## src/rtl/mem_port_b_reader.sv

```systemverilog
// Read-only block fetcher on memory port B: reads word_count words from base_addr
// and streams them through a 2-entry buffer over a valid/ready handshake.
module mem_port_b_reader #(
  parameter int ADDR_WIDTH  = 16,
  parameter int DATA_WIDTH  = 16,
  parameter int COUNT_WIDTH = 16
) (
  input  logic                   clock,
  input  logic                   reset,
  input  logic                   start,
  input  logic                   abort,
  input  logic [ADDR_WIDTH-1:0]  base_addr,
  input  logic [COUNT_WIDTH-1:0] word_count,
  output logic                   memBEnabled,
  output logic [ADDR_WIDTH-1:0]  memAddressB,
  input  logic [DATA_WIDTH-1:0]  ReadDataB,
  output logic                   out_valid,
  output logic [DATA_WIDTH-1:0]  out_data,
  input  logic                   out_ready,
  output logic                   busy,
  output logic                   done
);

  typedef enum logic [1:0] {IDLE, RUN, DRAIN} state_t;

  state_t                 state_q, state_d;
  logic [ADDR_WIDTH-1:0]  next_addr_q, next_addr_d;
  logic [ADDR_WIDTH-1:0]  mem_addr_q, mem_addr_d;
  logic [COUNT_WIDTH-1:0] remaining_q, remaining_d;
  logic                   mem_en_q, mem_en_d;
  logic [1:0]             occ_q, occ_d;
  logic [DATA_WIDTH-1:0]  buf0_q, buf0_d;
  logic [DATA_WIDTH-1:0]  buf1_q, buf1_d;
  logic                   done_q, done_d;

  logic pop;
  logic push;
  logic issue;

  always_comb begin
    pop  = (occ_q != 2'd0) && out_ready;
    // A registered read enable means exactly one word is in flight this cycle.
    push = mem_en_q;
    issue = (state_q == RUN) && (remaining_q != '0) &&
            (({1'b0, occ_q} + {2'b00, mem_en_q}) < (3'd2 + {2'b00, pop}));

    state_d     = state_q;
    next_addr_d = next_addr_q;
    remaining_d = remaining_q;
    mem_en_d    = issue;
    mem_addr_d  = issue ? next_addr_q : mem_addr_q;
    occ_d       = occ_q;
    buf0_d      = buf0_q;
    buf1_d      = buf1_q;
    done_d      = 1'b0;

    if (issue) begin
      next_addr_d = next_addr_q + ADDR_WIDTH'(1);
      remaining_d = remaining_q - COUNT_WIDTH'(1);
    end

    // Head always lives in buf0; a pop shifts buf1 forward.
    case ({push, pop})
      2'b10: begin
        if (occ_q == 2'd0) buf0_d = ReadDataB;
        else               buf1_d = ReadDataB;
        occ_d = occ_q + 2'd1;
      end
      2'b01: begin
        buf0_d = buf1_q;
        occ_d  = occ_q - 2'd1;
      end
      2'b11: begin
        if (occ_q == 2'd1) begin
          buf0_d = ReadDataB;
        end else begin
          buf0_d = buf1_q;
          buf1_d = ReadDataB;
        end
      end
      default: ;
    endcase

    case (state_q)
      IDLE: begin
        if (start) begin
          if (word_count != '0) begin
            next_addr_d = base_addr;
            remaining_d = word_count;
            state_d     = RUN;
          end else begin
            done_d = 1'b1;
          end
        end
      end
      RUN: begin
        if (issue && (remaining_q == COUNT_WIDTH'(1))) state_d = DRAIN;
      end
      DRAIN: begin
        if (!mem_en_q && (occ_q == 2'd1) && pop) begin
          state_d = IDLE;
          done_d  = 1'b1;
        end
      end
      default: state_d = IDLE;
    endcase

    if (abort) begin
      state_d     = IDLE;
      mem_en_d    = 1'b0;
      mem_addr_d  = mem_addr_q;
      remaining_d = '0;
      occ_d       = 2'd0;
      buf0_d      = '0;
      buf1_d      = '0;
      done_d      = 1'b0;
    end
  end

  always_ff @(posedge clock or negedge reset) begin
    if (!reset) begin
      state_q     <= IDLE;
      next_addr_q <= '0;
      mem_addr_q  <= '0;
      remaining_q <= '0;
      mem_en_q    <= 1'b0;
      occ_q       <= 2'd0;
      buf0_q      <= '0;
      buf1_q      <= '0;
      done_q      <= 1'b0;
    end else begin
      state_q     <= state_d;
      next_addr_q <= next_addr_d;
      mem_addr_q  <= mem_addr_d;
      remaining_q <= remaining_d;
      mem_en_q    <= mem_en_d;
      occ_q       <= occ_d;
      buf0_q      <= buf0_d;
      buf1_q      <= buf1_d;
      done_q      <= done_d;
    end
  end

  assign memBEnabled = mem_en_q;
  assign memAddressB = mem_addr_q;
  assign out_valid   = (occ_q != 2'd0);
  assign out_data    = buf0_q;
  assign busy        = (state_q != IDLE);
  assign done        = done_q;

endmodule

```

## config.mk

```make
export PLATFORM = sky130hd
export DESIGN_NAME = mem_port_b_reader
export DESIGN_NICKNAME = d
export VERILOG_FILES = /design/src/rtl/mem_port_b_reader.sv
export SDC_FILE = /design/constraint.sdc
export NUM_CORES = 1
export LEC_CHECK = 0
export ABC_CLOCK_PERIOD_IN_PS = 2500
export CAP_MARGIN = 40
export CORE_UTILIZATION = 47
export CTS_CLUSTER_DIAMETER = 50
export DETAILED_ROUTE_END_ITERATION = 12
export HOLD_SLACK_MARGIN = 0.12
export PLACE_DENSITY = 0.83
export SETUP_SLACK_MARGIN = 0.05
export SLEW_MARGIN = 20
export SYNTH_ARGS = -nofsm -noshare
export SYNTH_HDL_FRONTEND = slang
export SYNTH_SLANG_ARGS = --single-unit
```

## constraint.sdc

```tcl
create_clock -name clock -period 2.5 [get_ports clock]
set_input_delay 0.5 -clock clock [delete_from_list [all_inputs] [get_ports clock]]
set_output_delay 0.5 -clock clock [all_outputs]
set_load 0.02 [all_outputs]
```

Yosys cells after proc, flatten, opt, wreduce, memory -nomap -nowiden --
Cells that the tools add are included.
Storage, ports and cells: register bits 86, input port bits 53, output and inout port bits 36, logic and storage cells 82
Operators by class: add/subtract/negate cells 6, magnitude comparators 1, equal/unequal tests 14, multiplexer cells 31, bitwise gates (word level) 1, reduce and logical (&&, ||, !) cells 20
Operators by type and width (number):
- two-way mux 16 bit | 15
- case mux 16 bit (3 select lines) | 1
- case mux 16 bit (2 select lines) | 1
- nonzero test 16 bit | 2
- inequality test 3 bit (second input constant) | 6
- adder 16 x 1 -> 16 bit (second input constant) | 1
- equality test 16 x 1 -> 1 bit (second input constant) | 1
- subtractor 16 x 1 -> 16 bit (second input constant) | 1
- two-way mux 2 bit | 6
- equality test 2 x 1 -> 1 bit (second input constant) | 3
- equality test 2 bit (second input constant) | 3
- logical AND 1 bit | 6
- case mux 2 bit (3 select lines) | 1
- nonzero test 3 bit | 2
- two-way mux 1 bit | 5
- logical NOT 2 bit | 2
- case mux 2 bit (2 select lines) | 1
- AND reduction 2 bit | 2
- AND reduction 4 bit | 1
- nonzero test 2 bit | 2
- nonzero test 4 bit | 1
- adder 2 x 1 -> 3 bit | 1
- adder 2 x 1 -> 3 bit (first input constant) | 1
- less-than comparator 3 bit | 1
- 7 further kinds | 7

Longest topological paths before layout --
Gate-level depths: netlist of the first run.
word-level depth 10, mapped depth 9, depth with buffers taken out 7

Worst setup path after synthesis of the first run --
OpenSTA, ideal clock, no wires.
kind flip-flop to flip-flop, start point register mem_en_q (netlist: memBEnabled), end point register mem_addr_q[10] (netlist: memAddressB[10]), library setup time 125 ps, data arrival time 2539 ps, required time 2375 ps, slack -164 ps, stages on the path, launching flop included 8, buffers on the path 1, clock period less this slack 2664 ps, path through dfrtp_1 -> ha_1 -> or3b_4 -> a211oi_4 -> o31ai_2 -> nor2_2 -> buf_2 -> mux2_2
On the way: cells in the longest elaborated chain, start to end 4
RTL lines:
- start, declared | line 30 | logic mem_en_q, mem_en_d;
- start signal, assigned | line 136 | mem_en_q <= mem_en_d;
- adder 2 x 1 -> 3 bit | line 45 | (({1'b0, occ_q} + {2'b00, mem_en_q}) < (3'd2 + {2'b00, pop}));
- less-than comparator 3 bit | line 45
- logical AND 1 bit | line 44 | issue = (state_q == RUN) && (remaining_q != '0) &&
- AND reduction 2 bit (no source line)
- end signal, assigned | line 134 | mem_addr_q <= mem_addr_d;
- end, declared | line 28 | logic [ADDR_WIDTH-1:0] mem_addr_q, mem_addr_d;
Every way passes these cells. A chain may end at the register's enable or synchronous reset.

Worst setup path in the final report of the first run --
start point register occ_q[0], end point register remaining_q[12]
On the way: cells in the longest elaborated chain, start to end 10, elaborated cells between the ends (all ways) 11, classes of those cells add/sub: 2; order compare: 1; mux: 5; reduce/logical: 3
RTL lines:
- start, declared | line 31 | logic [1:0] occ_q, occ_d;
- start signal, assigned | line 127 | occ_q <= 2'd0;
- start signal, assigned | line 137 | occ_q <= occ_d;
- nonzero test 2 bit | line 41 | pop = (occ_q != 2'd0) && out_ready;
- logical AND 1 bit | line 41
- adder 2 x 1 -> 3 bit | line 45
- less-than comparator 3 bit (*) | line 45
- logical AND 1 bit (*) | line 44
- two-way mux 16 bit (*) | line 57 | if (issue) begin
- two-way mux 16 bit | line 87 | if (word_count != '0) begin
- two-way mux 16 bit | line 86 | if (start) begin
- two-way mux 16 bit (*) | line 84 | case (state_q)
- two-way mux 16 bit (*) | line 108 | if (abort) begin
- net remaining_d[12] | line 29 | logic [COUNT_WIDTH-1:0] remaining_q, remaining_d;
- end signal, assigned | line 135 | remaining_q <= remaining_d;
- end, declared | line 29
Mark *: on every way through the listed nets, which the timed path passes. The rest lies on a longest branch.

==> run_results.csv, run 1 <==
group,metric,value,unit
status,status,"finished with violations",
status,violations,"negative setup slack",
placement,dp_hpwl,8260,µm
clock_network,clock_tree.root_cell,"clkbuf_8",
synth,syn_area,0.00451,mm²
detailed_routing,wl_per_cell,17.6,µm
synth,yosysWarnings,0,
placement,pre_cts_ws,-0.361,ns
synth,avgSynthCellArea,10.0,µm²
cells_and_area,drive_gt1_frac,0.199,
cells_and_area,instances_no_fill,711,
sta,rsz0062_at_grt,"yes",
synth,synth_edf_count,0,
cells_and_area,nets,639,
clock_network,cts_buffers,9,
clock_network,path_clk_slew,0.09,ns
synth,ys_async_sr_fraction,1.00,
placement,place_inst,690,
detailed_routing,drtIter0Drc,288,
setup_path,crit_start,"occ_q[0]",
sta,tightest_slew,0.861,ns
sta,hold_viol_final,0,
detailed_routing,drt-total-wl,12500,µm
grt,grt_pass1_vias,4204,
worst_hold_path,holdPathEnd,"out_data[15]",
synth,synthDistinctLibCells,51,
synth,synth_top_area_frac,0.478,
synth,ys_seq_elements,86,
grt,grt_start_max_net_pins,45,
setup_path,reg2reg_from,"occ_q[0]",
placement,io_buffers,88,
grt,track_usage,0.256,
clock_network,clock-sinks,86,
synth,synth_nets,510,
setup_path,cp-end-kind,"flop",
sta,setup_violations,1,
run,cap_viol_max_count,0,
pwr,power_density,820,mW/mm²
die,die_x,99.9,µm
detailed_routing,route.met2.wl,6310,µm
die,die_y,99.9,µm
setup_path,start_kind,"flop",
setup_path,r2r-end,"remaining_q[12]",
cells_and_area,fillCellCount,718,
worst_hold_path,hold_depth,2,
placement,place_congestion,0.895,
clock_network,htree_levels,3,
cells_and_area,diodes,0,
cells_and_area,fin_util,0.685,
detailed_routing,via_count,4205,
sta,finalCriticalPeriod,2.50,ns
setup_path,required,2.76,ns
synth,syn_inst,449,
clock_network,tritoncts,"yes",
synth,synth_top_cell_by_area,"dfrtp_1",
sta,slew-limit-headroom,0.421,
die,ioPinCount,89,
synth,synth_most_common_cell,"dfrtp_1",
sta,setup_ws,-0.0000617,ns
detailed_routing,post-route-drc-count,0,
sta,holdWs,0.482,ns
die,dieArea,0.00999,mm²
sta,period_share,1.00,
sta,tns,-0.0000617,ns
clock_network,clock_path_buffers,2,
setup_path,worstPathMaxFanout,8,
clock_network,worst_skew_pair.late_latency,0.36,ns
synth,synth-main-ff-cell,"dfrtp_1",
die,core,0.00928,mm²
grt,overflow,0,
synth,synthTopCellsByArea,"dfrtp_1, mux2i_1, mux2_2, nor2_1, nand2_1",
sta,fmax,400,MHz
die,num_rows,35,
detailed_routing,viasPerCell,5.91,
pwr,leakagePower,2.71,nW
grt,grt_first_pass_wirelength,20200,µm
setup_path,critPathKind,"flop to flop",
setup_path,r2r_cells,6,
setup_path,worstPathArrival,2.76,ns
sta,drv_slew,0,
die,start_util,0.485,
grt,grt_antenna_before_repair,0,
pwr,vdd_drop_max,0.559,mV
detailed_routing,ant_nets,0,
detailed_routing,drtPass1Iterations,5,
worst_hold_path,hp-class,"flop to flop",
detailed_routing,routed.top_layer,"met4",
synth,seq_area_frac_synth,0.478,
sta,skew,0.0100,ns
detailed_routing,routed-wl-met3,666,µm
worst_hold_path,min_from,"out_data[15]",
cells_and_area,area_delta_synth_final,41.2,%
synth,synth_common_cells,"dfrtp_1, nor2_1, nand2_1, mux2i_1, o21ai_0",
setup_path,r2r_setup_slack,-0.00006,ns
detailed_routing,wl_met1,5130,µm
[cell usage in the layout, fill, tap and decap left out, types with 6 or more instances in the layout]
master,n
ha_1,6
or3_1,10
nand2_1,37
mux2_4,16
buf_12,6
dfrtp_1,85
o21ai_0,26
nor2_1,48
a211oi_1,6
a21oi_1,10
o31ai_1,10
inv_1,14
clkdlybuf4s50_1,87
a31oi_1,9
a311oi_2,6
or4_1,7
clkbuf_8,9
buf_4,47
nand3_1,11
nand4_1,7
mux2i_1,35
[sequential cells by signal, indices dropped and copies added, names as in the netlist]
name,flops
buf1_q,16
memAddressB,16
next_addr_q,16
out_data,16
remaining_q,16
occ_q,2
state_q,2
done,1
memBEnabled,1
[what timing repair did]
item / 4_1_cts / 5_1_grt
setup buffers: 4 / 1
cloned: 0 / 1
setup endpoints to repair: 30 / 41
hold buffers: 1 / 0
endpoints found under the hold margin: 31 / 0
pin swaps: 19 / 16
resized for setup: 4 / 36
[worst max-delay path by stage]
stage,endpoint,slack (ns),depth (start not counted)
6_report,remaining_q[12],-0.00006,6
5_1_grt,remaining_q[7],-0.07,9
4_1_cts,next_addr_q[11],0.01,7
3_5_place_dp,next_addr_q[6],-0.36,7
3_3_place_gp,next_addr_q[7],-0.29,7
2_1_floorplan,remaining_q[12],0.006,8
[routing by layer]
layer / vias to the layer above / GRT usage
met1: 2080 / 0.330
met2: 176 / 0.433
met5: - / 0
met3: 39 / 0.0362
met4: 0 / 0.111
li1: 1910 / -
[per-stage QoR]
| stage | power, mW | instance area [µm²] |
|---|---|---|
| CTS | 5.07 | 6180 |
| floorplan | 3.02 | 4530 |
| global placement | 3.91 | 5920 |
| global route | 5.48 | 6360 |
| finish | 5.22 | 6360 |
| detailed placement | 3.99 | 5920 |
[worst max-delay path, cell delays in order, from the launching register on]
cell      delay [ns]
dfrtp_1         0.43
ha_4            0.23
or3b_4          0.43
a211oi_4        0.33
o31ai_4         0.20
or4_1           0.54
a311oi_1        0.23
[logic make-up after synthesis]
family,share of synthesized area
DFF,0.478
AOI/OAI and AO/OA,0.156
buffers and inverters,0.0353
muxes,0.118
adders and majority gates,0.0244
and+or+nand+nor,0.181
xor gates and xnor gates,0.00777
[power by group]
part | internal [mW] | leakage (nW) | switching (mW)
combinational | 1.12 | 1.51 | 1.10
sequential | 1.69 | 1.10 | 0.252
clock | 0.557 | 0.0994 | 0.494
total | 3.37 | 2.71 | 1.85
[cell type report]
| type | instances | area [µm²] | share of cell area |
|---|---|---|---|
| Clock buffer | 11 | 131 | 0.0206 |
| Clock inverter | 4 | 72.6 | 0.0114 |
| Inverter | 14 | 52.6 | 0.00826 |
| Multi-Input combinational cell | 323 | 2390 | 0.376 |
| Sequential cell | 86 | 2150 | 0.338 |
| Tap cell | 129 | 161 | 0.0254 |
| Timing Repair Buffer | 144 | 1400 | 0.220 |
Note: power is estimated with default switching activity, not from simulation.
==> run 2, diff against run 1 <==
--- a/config.mk
+++ b/config.mk
@@ -5,13 +5,12 @@
 export SDC_FILE = /design/constraint.sdc
 export NUM_CORES = 1
 export LEC_CHECK = 0
-export ABC_CLOCK_PERIOD_IN_PS = 2500
 export CAP_MARGIN = 40
-export CORE_UTILIZATION = 47
+export CORE_UTILIZATION = 52
 export CTS_CLUSTER_DIAMETER = 50
 export DETAILED_ROUTE_END_ITERATION = 12
 export HOLD_SLACK_MARGIN = 0.12
-export PLACE_DENSITY = 0.83
+export PLACE_DENSITY = 0.86
 export SETUP_SLACK_MARGIN = 0.05
 export SLEW_MARGIN = 20
 export SYNTH_ARGS = -nofsm -noshare
==> constraint.sdc (replaced) <==
create_clock -name clock -period 2.79 [get_ports clock]
set_input_delay 0.558 -clock clock [delete_from_list [all_inputs] [get_ports clock]]
set_output_delay 0.558 -clock clock [all_outputs]
set_load 0.02 [all_outputs]
==> run 2 against run 1 <==
  * The flow now finishes without violations
  * Core utilization increased by 3.4 points
  * Routed wire length shrank 7.6%
  * Clock power shrank 12%
  * Die area decreased by 9.4%
  * Global-route usage up 1.6 points
  * Power shrank 15%
  * Critical path type unchanged
==> run_results.csv, run 2 (same netlist as run 1, synthesis figures left out) <==
group,metric,value,unit
clock_network,path_clk_slew,0.10,ns
setup_path,cp_cell_sequence,"ha_1 -> or3b_4 -> a2111o_1 -> a2111o_1 -> and3_1 -> a211o_1",
setup_path,r2r_setup_slack,0.16,ns
detailed_routing,routed-wl-met3,627,µm
grt,grt_antenna_before_repair,0,
setup_path,path_common_cell,"a2111o_1",
detailed_routing,via_count,4051,
sta,setup_ws,0.162,ns
pwr,power_density,746,mW/mm²
grt,grt_first_pass_wirelength,19100,µm
grt,overflow,0,
grt,track_usage,0.273,
placement,pre_cts_ws,-0.394,ns
setup_path,r2r-end,"next_addr_q[9]",
detailed_routing,route.met2.wl,5740,µm
detailed_routing,drt-total-wl,11500,µm
pwr,vdd_drop_max,0.470,mV
die,start_util,0.543,
sta,setup_violations,0,
placement,io_buffers,88,
sta,holdWs,0.146,ns
setup_path,reg2reg_from,"occ_q[0]",
detailed_routing,post-route-drc-count,0,
cells_and_area,drive_gt1_frac,0.147,
clock_network,cts_buffers,9,
clock_network,htree_levels,3,
placement,place_inst,649,
clock_network,worst_skew_pair.late_latency,0.37,ns
sta,fmax,380,MHz
setup_path,required,3.04,ns
cells_and_area,finalInstanceArea,0.00597,mm²
cells_and_area,instances_no_fill,668,
cells_and_area,diodes,0,
sta,skew,0.0128,ns
run,cap_viol_max_count,0,
setup_path,r2r_cells,6,
die,num_rows,33,
cells_and_area,seqCellArea,0.00215,mm²
setup_path,worstPathArrival,2.88,ns
die,die_x,95.1,µm
die,dieArea,0.00904,mm²
clock_network,ctsHoldBuffers,0,
clock_network,clock_path_buffers,2,
clock_network,clock-sinks,86,
status,status,"completed",
pwr,power,4.45,mW
detailed_routing,routed.top_layer,"met4",
placement,place_congestion,0.887,
cells_and_area,fin_util,0.720,
sta,tightest_slew,0.739,ns
pwr,leakagePower,2.52,nW
detailed_routing,wl_met1,4870,µm
cells_and_area,multi_input_area,0.00223,mm²
cells_and_area,final_cell_mix,"clkdlybuf4s50_1, dfrtp_1, nor2_1, nand2_1, mux2i_1",
cells_and_area,fillCellCount,583,
setup_path,slowest_stage,"a2111o_1",
sta,hold_viol_final,0,
sta,tns,0,ns
setup_path,cp_slowest_stage_delay,0.49,ns
grt,grt_start_max_net_pins,49,
setup_path,path_buf_inv,0,
placement,dpl-instance-area,0.00572,mm²
placement,dp_hpwl,8190,µm
detailed_routing,drtIter0Drc,201,
detailed_routing,drtPass1Iterations,5,
clock_network,clock_tree.root_cell,"clkbuf_8",
setup_path,start_kind,"flop",
setup_path,critPathKind,"flop to flop",
sta,rsz0062_at_grt,"no",
cells_and_area,area_delta_synth_final,32.5,%
cells_and_area,nets,619,
worst_hold_path,hp-class,"input port to async pin",
die,core,0.00830,mm²
clock_network,tritoncts,"yes",
cells_and_area,final_common_cell,"clkdlybuf4s50_1",
detailed_routing,ant_nets,0,
detailed_routing,wl_per_cell,17.3,µm
setup_path,worstPathMaxFanout,5,
detailed_routing,viasPerCell,6.06,
setup_path,crit_family,"compound AO/OA/AOI/OAI gates",
setup_path,cp-end-kind,"flop",
sta,finalCriticalPeriod,2.63,ns
sta,period_share,0.942,
sta,drv_slew,0,
die,die_y,95.1,µm
sta,slew-limit-headroom,0.503,
die,ioPinCount,89,
grt,grt_pass1_vias,4041,
[run 2: changes by cell type in the layout (fill, tap and decap cells not counted), sizes merged]
cell / delta
buf: -18
inv: +4
bufinv: -1
dlygate4sd3: -1
clkbuf: -3
[run 2: layout make-up]
class / instances / share of cell area
Clock inverter: 7 / 0.0134
Tap cell: 105 / 0.0220
Multi-Input combinational cell: 323 / 0.373
Inverter: 14 / 0.00880
Sequential cell: 86 / 0.360
Timing Repair Buffer: 124 / 0.202
Clock buffer: 9 / 0.0207
[run 2: layer usage]
metal,global-route usage,up-vias
li1,-,1886
met1,0.358,1984
met2,0.445,151
met3,0.0478,30
met4,0.114,0
met5,0,-
[run 2: timing repair]
action | CTS | global route
pin swaps | 1 | 2
gates cloned | 0 | 0
setup endpoints to repair | 4 | 6
buffers inserted | 2 | 1
gates resized for setup | 1 | 3
[run 2: power by group]
part | internal (mW) | leakage (nW) | switching, mW | total (mW)
logic | 0.872 | 1.32 | 0.921 | 1.79
registers | 1.52 | 1.10 | 0.218 | 1.73
clock network | 0.428 | 0.103 | 0.499 | 0.927
[run 2: worst max-delay path by stage]
stage	from	depth (start not counted)	slack, ns	end
floorplan	memBEnabled	7	0.13	memAddressB[10]
global placement	out_ready	6	-0.24	remaining_q[12]
detailed placement	out_ready	7	-0.39	remaining_q[12]
CTS	out_ready	7	0.08	remaining_q[12]
global route	occ_q[0]	7	0.05	remaining_q[15]
finish	occ_q[0]	6	0.16	next_addr_q[9]
